### src/rtl/cpu_types_pkg.sv
// cpu_types_pkg: shared datapath types and default register-file geometry
package cpu_types_pkg;
  localparam int DATA_W_DEF = 32;
  localparam int NREGS_DEF = 32;
  localparam int NRD_DEF = 2;
  localparam int NWR_DEF = 2;
  localparam int AW_DEF = $clog2(NREGS_DEF);
  typedef logic [DATA_W_DEF-1:0] word_t;
  typedef logic [AW_DEF-1:0] regbits_t;
endpackage

### src/rtl/rf_scoreboard.sv
// rf_scoreboard: per-register busy bits with flush > issue > writeback priority
module rf_scoreboard
  import cpu_types_pkg::*;
#(
  parameter int NREGS = NREGS_DEF,
  parameter int NRD = NRD_DEF,
  parameter int NWR = NWR_DEF,
  parameter int BYPASS = 1,
  parameter int ZERO_REG = 1,
  localparam int AW = $clog2(NREGS)
) (
  input  logic                     CLK,
  input  logic                     nRST,
  input  logic [NWR-1:0]           wen,
  input  logic [NWR-1:0][AW-1:0]   wsel,
  input  logic [NRD-1:0][AW-1:0]   rsel,
  input  logic                     busy_set,
  input  logic [AW-1:0]            busy_sel,
  input  logic                     flush,
  output logic [NRD-1:0]           rbusy,
  output logic [NREGS-1:0]         busy_vec
);
  logic [NREGS-1:0] busy, busy_next, clr, set;
  // decode writeback clears and issue set, then apply priority
  always_comb begin
    clr = '0;
    set = '0;
    for (int p = 0; p < NWR; p++)
      if (wen[p]) clr[wsel[p]] = 1'b1;
    if (busy_set) set[busy_sel] = 1'b1;
    busy_next = flush ? '0 : (busy & ~clr) | set;
    if (ZERO_REG != 0) busy_next[0] = 1'b0;
  end
  // scoreboard state
  always_ff @(posedge CLK, negedge nRST)
    if (!nRST) busy <= '0;
    else busy <= busy_next;
  // a same-cycle writeback releases the hazard only when bypassing
  always_comb begin
    rbusy = '0;
    for (int r = 0; r < NRD; r++)
      rbusy[r] = busy[rsel[r]] & ~((BYPASS != 0) & clr[rsel[r]])
               & ~((ZERO_REG != 0) & (rsel[r] == '0));
  end
  assign busy_vec = busy;
endmodule

### src/rtl/register_file_sb.sv
// register_file_sb: multi-port register file with write bypass and busy scoreboard
module register_file_sb
  import cpu_types_pkg::*;
#(
  parameter int DATA_W = DATA_W_DEF,
  parameter int NREGS = NREGS_DEF,
  parameter int NRD = NRD_DEF,
  parameter int NWR = NWR_DEF,
  parameter int BYPASS = 1,
  parameter int ZERO_REG = 1,
  localparam int AW = $clog2(NREGS)
) (
  input  logic                       CLK,
  input  logic                       nRST,
  input  logic [NWR-1:0]             wen,
  input  logic [NWR-1:0][AW-1:0]     wsel,
  input  logic [NWR-1:0][DATA_W-1:0] wdat,
  input  logic [NRD-1:0][AW-1:0]     rsel,
  output logic [NRD-1:0][DATA_W-1:0] rdat,
  output logic [NRD-1:0]             rbusy,
  input  logic                       busy_set,
  input  logic [AW-1:0]              busy_sel,
  input  logic                       flush,
  output logic [NREGS-1:0]           busy_vec
);
  logic [NREGS-1:0][DATA_W-1:0] regs;
  // later ports are applied last so the highest-index port wins
  always_ff @(posedge CLK, negedge nRST)
    if (!nRST) regs <= '0;
    else
      for (int p = 0; p < NWR; p++)
        if (wen[p] && !((ZERO_REG != 0) && (wsel[p] == '0))) regs[wsel[p]] <= wdat[p];
  // read mux: stored value, overridden by same-cycle writes, then zero register
  always_comb begin
    rdat = '0;
    for (int r = 0; r < NRD; r++) begin
      rdat[r] = regs[rsel[r]];
      if (BYPASS != 0)
        for (int p = 0; p < NWR; p++)
          if (wen[p] && (wsel[p] == rsel[r])) rdat[r] = wdat[p];
      if ((ZERO_REG != 0) && (rsel[r] == '0)) rdat[r] = '0;
    end
  end
  rf_scoreboard #(
    .NREGS(NREGS), .NRD(NRD), .NWR(NWR), .BYPASS(BYPASS), .ZERO_REG(ZERO_REG)
  ) u_sb (
    .CLK(CLK), .nRST(nRST), .wen(wen), .wsel(wsel), .rsel(rsel),
    .busy_set(busy_set), .busy_sel(busy_sel), .flush(flush),
    .rbusy(rbusy), .busy_vec(busy_vec)
  );
endmodule

### config.mk
export PLATFORM = sky130hd
export DESIGN_NAME = register_file_sb
export DESIGN_NICKNAME = d
export VERILOG_FILES = /design/src/rtl/cpu_types_pkg.sv /design/src/rtl/rf_scoreboard.sv /design/src/rtl/register_file_sb.sv
export SDC_FILE = /design/constraint.sdc
export NUM_CORES = 2
export LEC_CHECK = 0
export CAP_MARGIN = 20
export CORE_ASPECT_RATIO = 0.8
export CORE_MARGIN = 3
export CORE_UTILIZATION = 30
export CTS_CLUSTER_SIZE = 30
export DETAILED_ROUTE_END_ITERATION = 7
export GPL_ROUTABILITY_DRIVEN = 0
export PLACE_DENSITY_LB_ADDON = 0.3
export SYNTH_ARGS = -nofsm -noshare
export SYNTH_HDL_FRONTEND = slang
export SYNTH_SLANG_ARGS = --single-unit
### constraint.sdc
create_clock -name CLK -period 3.51 [get_ports CLK]
set_input_delay 0.5265 -clock CLK [delete_from_list [all_inputs] [get_ports CLK]]
set_output_delay 0.5265 -clock CLK [all_outputs]
set_load 0.01 [all_outputs]
# Yosys cells after proc, flatten, opt, wreduce, memory -nomap -nowiden

Index checks and enable logic that the tools add are counted.

$lt $le $gt $ge: 8
Muxes and demuxes: 36
Eq/ne operators: 4
Bitwise operators: 12
Reduce and logical (&&, ||, !) cells: 15

Operator list:

| cell                                                                   | number |
|---|---|
| 1024-bit bitwise mux                                                   | 2 |
| 1024-bit two-way mux                                                   | 2 |
| 32-bit two-way mux                                                     | 14 |
| 32-bit binary-select mux with 5-bit select                             | 2 |
| 32-bit demux with 5-bit select                                         | 2 |
| 32-bit bitwise OR                                                      | 2 |
| 32-bit bitwise AND                                                     | 1 |
| 32-bit NOT                                                             | 1 |
| 5-bit by 6-bit < comparator with 1-bit output (second input constant)  | 5 |
| 1-bit binary-select mux with 5-bit select                              | 4 |
| 5-bit == test                                                          | 4 |
| 5-bit logical NOT                                                      | 4 |
| 1-bit demux with 5-bit select                                          | 3 |
| 5-bit by 1-bit >= comparator with 1-bit output (second input constant) | 3 |
| 1-bit logical AND                                                      | 9 |
| 1-bit two-way mux                                                      | 7 |
| 1-bit bitwise AND                                                      | 4 |
| 1-bit NOT                                                              | 4 |
| 1-bit logical NOT                                                      | 2 |

Bits in registers: 1,055
Logic and storage cells: 108

# Logic depth before layout (Yosys ltp)

Word-level depth: 12
Gate-level depth with buffers: 11
Mapped depth without buffers: 6

# Hierarchy

From an unflattened synthesis, not the netlist that was laid out.

Cells, all modules: 6,537
Area total of the unflattened synthesis: 67,574.8 µm²

By module, submodules not included:

| module           | cells an instance | times used | sequential area each (µm²) | area each (µm²) |
|---|---|---|---|---|
| register_file_sb | 6,215             | 1          | 25,624.6                   | 64,486.8 |
| rf_scoreboard    | 322               | 1          | 775.7                      | 3,088.0 |

# Least setup slack after synthesis

Ideal clock, no wire load.

Path type: input port to output port
From: input rsel[2] (netlist name)
To: output rdat[0] (netlist name)
Path buffers: 3
Required time: 2.984 ns
Stages: 8
Path slack: 0.550 ns
Data arrival time: 2.433 ns
Path through: clkbuf_1 clkbuf_1 buf_1 mux4_2 mux2_2 a21oi_1 o22ai_1 a221o_1

RTL lines:

| element            | line                   | RTL |
|---|---|---|
| start: declaration | register_file_sb.sv:18 | `input logic [NRD-1:0][AW-1:0] rsel,` |
| end: declaration   | register_file_sb.sv:19 | `output logic [NRD-1:0][DATA_W-1:0] rdat,` |

# Worst setup path in the final report

From: input rsel[2] (netlist name)
To: output rbusy[0]

Word-level cells in the longest chain between the ends: 5
Elaborated cells on any way between the ends: 9
Classes of those cells: 4 x mux; 4 x bitwise; 1 x reduce/logical

Ends and longest elaborated chain:

| element                                   | line                   | RTL |
|---|---|---|
| 1-bit binary-select mux with 5-bit select | rf_scoreboard.sv:42    | `rbusy[r] = busy[rsel[r]] & ~((BYPASS != 0) & clr[rsel[r]])` |
| 1-bit two-way mux (implied by the code)   | rf_scoreboard.sv:42    |  |
| 1-bit NOT                                 | rf_scoreboard.sv:42    |  |
| 1-bit bitwise AND                         | rf_scoreboard.sv:42    |  |
| 1-bit bitwise AND (*)                     | rf_scoreboard.sv:43    | `& ~((ZERO_REG != 0) & (rsel[r] == '0));` |
| end: declaration                          | register_file_sb.sv:20 | `output logic [NRD-1:0] rbusy,` |

Mark *: on every way between the ends. The rest lies on a longest branch, timed or not. The select of a mux whose other input is x is not followed.

==> impl_metrics.toml <==
[critical_path]
worstPathRequired_ns = 2.98
ff2ff_path_depth = 3
critPathKind = "in2out"
cp_max_fo = 17
critPathCaptureType = "primary output"
startpoint = "rsel[2]"
crit-reg2reg-launch = "u_sb.busy_vec[10]$_DFF_PN0_"
critPathSlowestCell = "nand4_1"
critPathLaunchType = "input port"
arrival_ns = 3.01
r2r_slack_ns = 2.47
cp_cell_sequence = "buf_8, buf_12, inv_2, buf_4, nand3_1, a21oi_1, nor4_1, nand4_1, nand4_1, buf_4, buf_6"
max_stage_delay_ns = 0.42
r2r-end = "u_sb.busy_vec[10]$_DFF_PN0_"

[routing]
drtIter0Drc = 10600
vias = 63900
vias_per_cell = 6.18
ant_nets = 0
wl_met3_um = 45600
routed_wl_um = 330000
drc = 0
drt-wirelength-per-cell_um = 31.9
dr_wl_met2_um = 138000
firstDrtPassIters = 8
met1_length_um = 124000
routed.top_layer = "met5"

[clock_network]
cts.clk_slew.worst_paths_ns = 0.06
clock_path_buffers = 3
cts.sinks = 1055
cts_inserted_buffers = 107
clock_latency_ns = 0.75
cts_tree = "done"
htree_levels = 3
clock-root-buffer = "clkbuf_16"

[synthesis]
synth_warnings = 0
synth_xor_area_share_pct = 0.250
synthMuxAreaShare_pct = 26.5
syn_avg_cell_area_sq_um = 9.58
syn_inst = 6950
synth_edf_count = 0
synth.cell_area_sq_um = 66600
yosysSeqAreaShare_pct = 39.6
synth_compound_area_share_pct = 15.2
synth_seq_cells = 1055
synth_cell_types = 64
synth-async-reset-ratio_pct = 100
synth_flop_cell = "dfrtp_1"
synth_top_family_by_area = "multiplexers"
synthAdderAreaFrac_pct = 0
yosys.area_share.simple_pct = 13.1
syn-num-nets = 7045

[power_and_ir_drop]
powerDensity_nw_per_um2 = 524
power.total_mw = 43.1
cellLeakagePower_nw = 36.3
peakVddDrop_v = 0.000401

[sta]
finalMaxSlewViolations = 0
setup_tns_ns = -0.0283
fin_crit_sh_pct = 101
setup_violations = 1
setup_ws_ns = -0.0283
min_period_ns = 3.54
fmax_mhz = 283
grt_setup_unrepaired = "yes"
relSlewSlack_pct = 19.0
final_hold_viol_count = 0
skew_ns = 0
worstMarginPinSlew_ns = 1.21

[floorplanning]
initial_core_util_pct = 30.2
die_w_um = 533
die_y_um = 427
ios = 193
dieArea_sq_um = 228000
row_count = 154
design.core.area_sq_um = 220000

[global_route]
grt_max_degree = 104
grt_pass1_wl_um = 461000
first_global_vias = 60800
globalRouteOverflowTotal = 0
antenna_found_initial = 9
grt_usage_pct = 28.0

[layout]
syn2layout_area_growth_pct = 23.4
final_nets = 7363
final_cell_mix = "1053 x nand2_1, 1051 x dfrtp_1, 954 x nor2_1, 711 x buf_4, 536 x a21oi_1"
design_area_sq_um = 82100
drive_above_1_share_pct = 25.7
final_core_utilization_pct = 37.3
n_fill_cell = 21700
final_common_cell = "nand2_1"

[flow_run]
max_cap_viol_count = 0

[placement]
place_hpwl_um = 215000
io_buffers = 191
post-place-ws_ns = -0.793
placed_area_sq_um = 76900

[hold_path]
hold_class = "in2async"

[outcome]
status = "complete, but fails checks"
violations = "setup timing"
-- registers in the layout, indices dropped and copies added, names as in the netlist --
| register | flops |
|---|---|
| regs | 1024 |
| u_sb.busy_vec | 31 |
-- power by group --
part	switching (mW)	internal [mW]	total, mW
combinational	6.10	6.64	12.7
clock	5.54	7.02	12.6
sequential	2.54	15.2	17.8
total	14.2	28.9	43.1
-- layer usage --
| layer | vias to the layer above | GRT usage [%] |
|---|---|---|
| met3 | 1056 | 10.2 |
| met4 | 2 | 16.4 |
| li1 | 25800 | - |
| met5 | - | 0 |
| met2 | 5051 | 40.0 |
| met1 | 32000 | 36.3 |
-- cells by family after synthesis --
kind of cell,count (synthesis)
AO/OA/AOI/OAI,1691
XOR/XNOR,19
buffers and inverters,876
flip-flops,1055
multiplexers,1092
other,1
AND/OR/NAND/NOR,2216
-- synthesized netlist by cell type, drive strengths merged (7+ instances only) --
cell | instances | share of area (%)
nand2 | 1108 | 6.2
dfrtp | 1055 | 40
nor2 | 978 | 5.5
clkbuf | 597 | 3.4
a21oi | 555 | 4.2
mux4 | 535 | 18
mux2i | 515 | 7.7
o21ai | 383 | 2.9
a31oi | 356 | 3.3
buf | 271 | 1.9
a22oi | 159 | 1.8
a32oi | 85 | 1.1
a211oi | 44 | 0.50
mux2 | 42 | 0.71
o22ai | 27 | 0.25
a221oi | 26 | 0.34
and2 | 22 | 0.21
a221o | 21 | 0.32
nand3 | 17 | 0.13
xor2 | 15 | 0.20
nor2b | 13 | 0.12
nor3 | 12 | 0.090
nand4 | 11 | 0.10
o22a | 11 | 0.14
nor4 | 10 | 0.094
nand2b | 9 | 0.085
inv | 7 | 0.039
-- worst max-delay path: cells and delay by family --
family	cells	cell delay, ns
compound gates	1	0.18
buf+inv	6	1.42
simple gates	4	0.85
-- through the flow --
step	std cells	hold WS [ns]
floorplan	6950	0.231
global placement	10000	0.378
detailed placement	10000	0.382
CTS	10300	0.383
global route	10300	0.390
finish	10300	0.359
-- timing repair --
| action | in CTS | in global routing |
|---|---|---|
| hold buffers | 1 | 0 |
| resized for setup | 281 | 99 |
| hold endpoints to repair | 40 | 0 |
| endpoints found under the setup margin | 66 | 50 |
| gates cloned | 6 | 2 |
| buffers inserted | 41 | 38 |
| pin swaps | 43 | 46 |
-- area by class of cell --
class	instances	area [sq um]	area share (%)
timing repair buffer	1077	10500	12.8
inverter	8	38.8	0.0472
sequential	1055	26400	32.1
clock buffer	157	3130	3.81
antenna	8	20.0	0.0244
tap	2964	3710	4.52
clock inverter	45	599	0.730
multi-input combinational	5019	37700	45.9
-- worst max-delay path by stage --
stage | to | slack (ns) | cells after the start
global placement | rbusy[1] | -0.81 | 12
floorplan | rdat[0] | 0.55 | 8
CTS | rbusy[1] | -0.13 | 12
detailed placement | rbusy[1] | -0.79 | 12
global route | rbusy[0] | -0.02 | 13
finish | rbusy[0] | -0.03 | 11
Note: power is estimated with default switching activity, not from simulation.
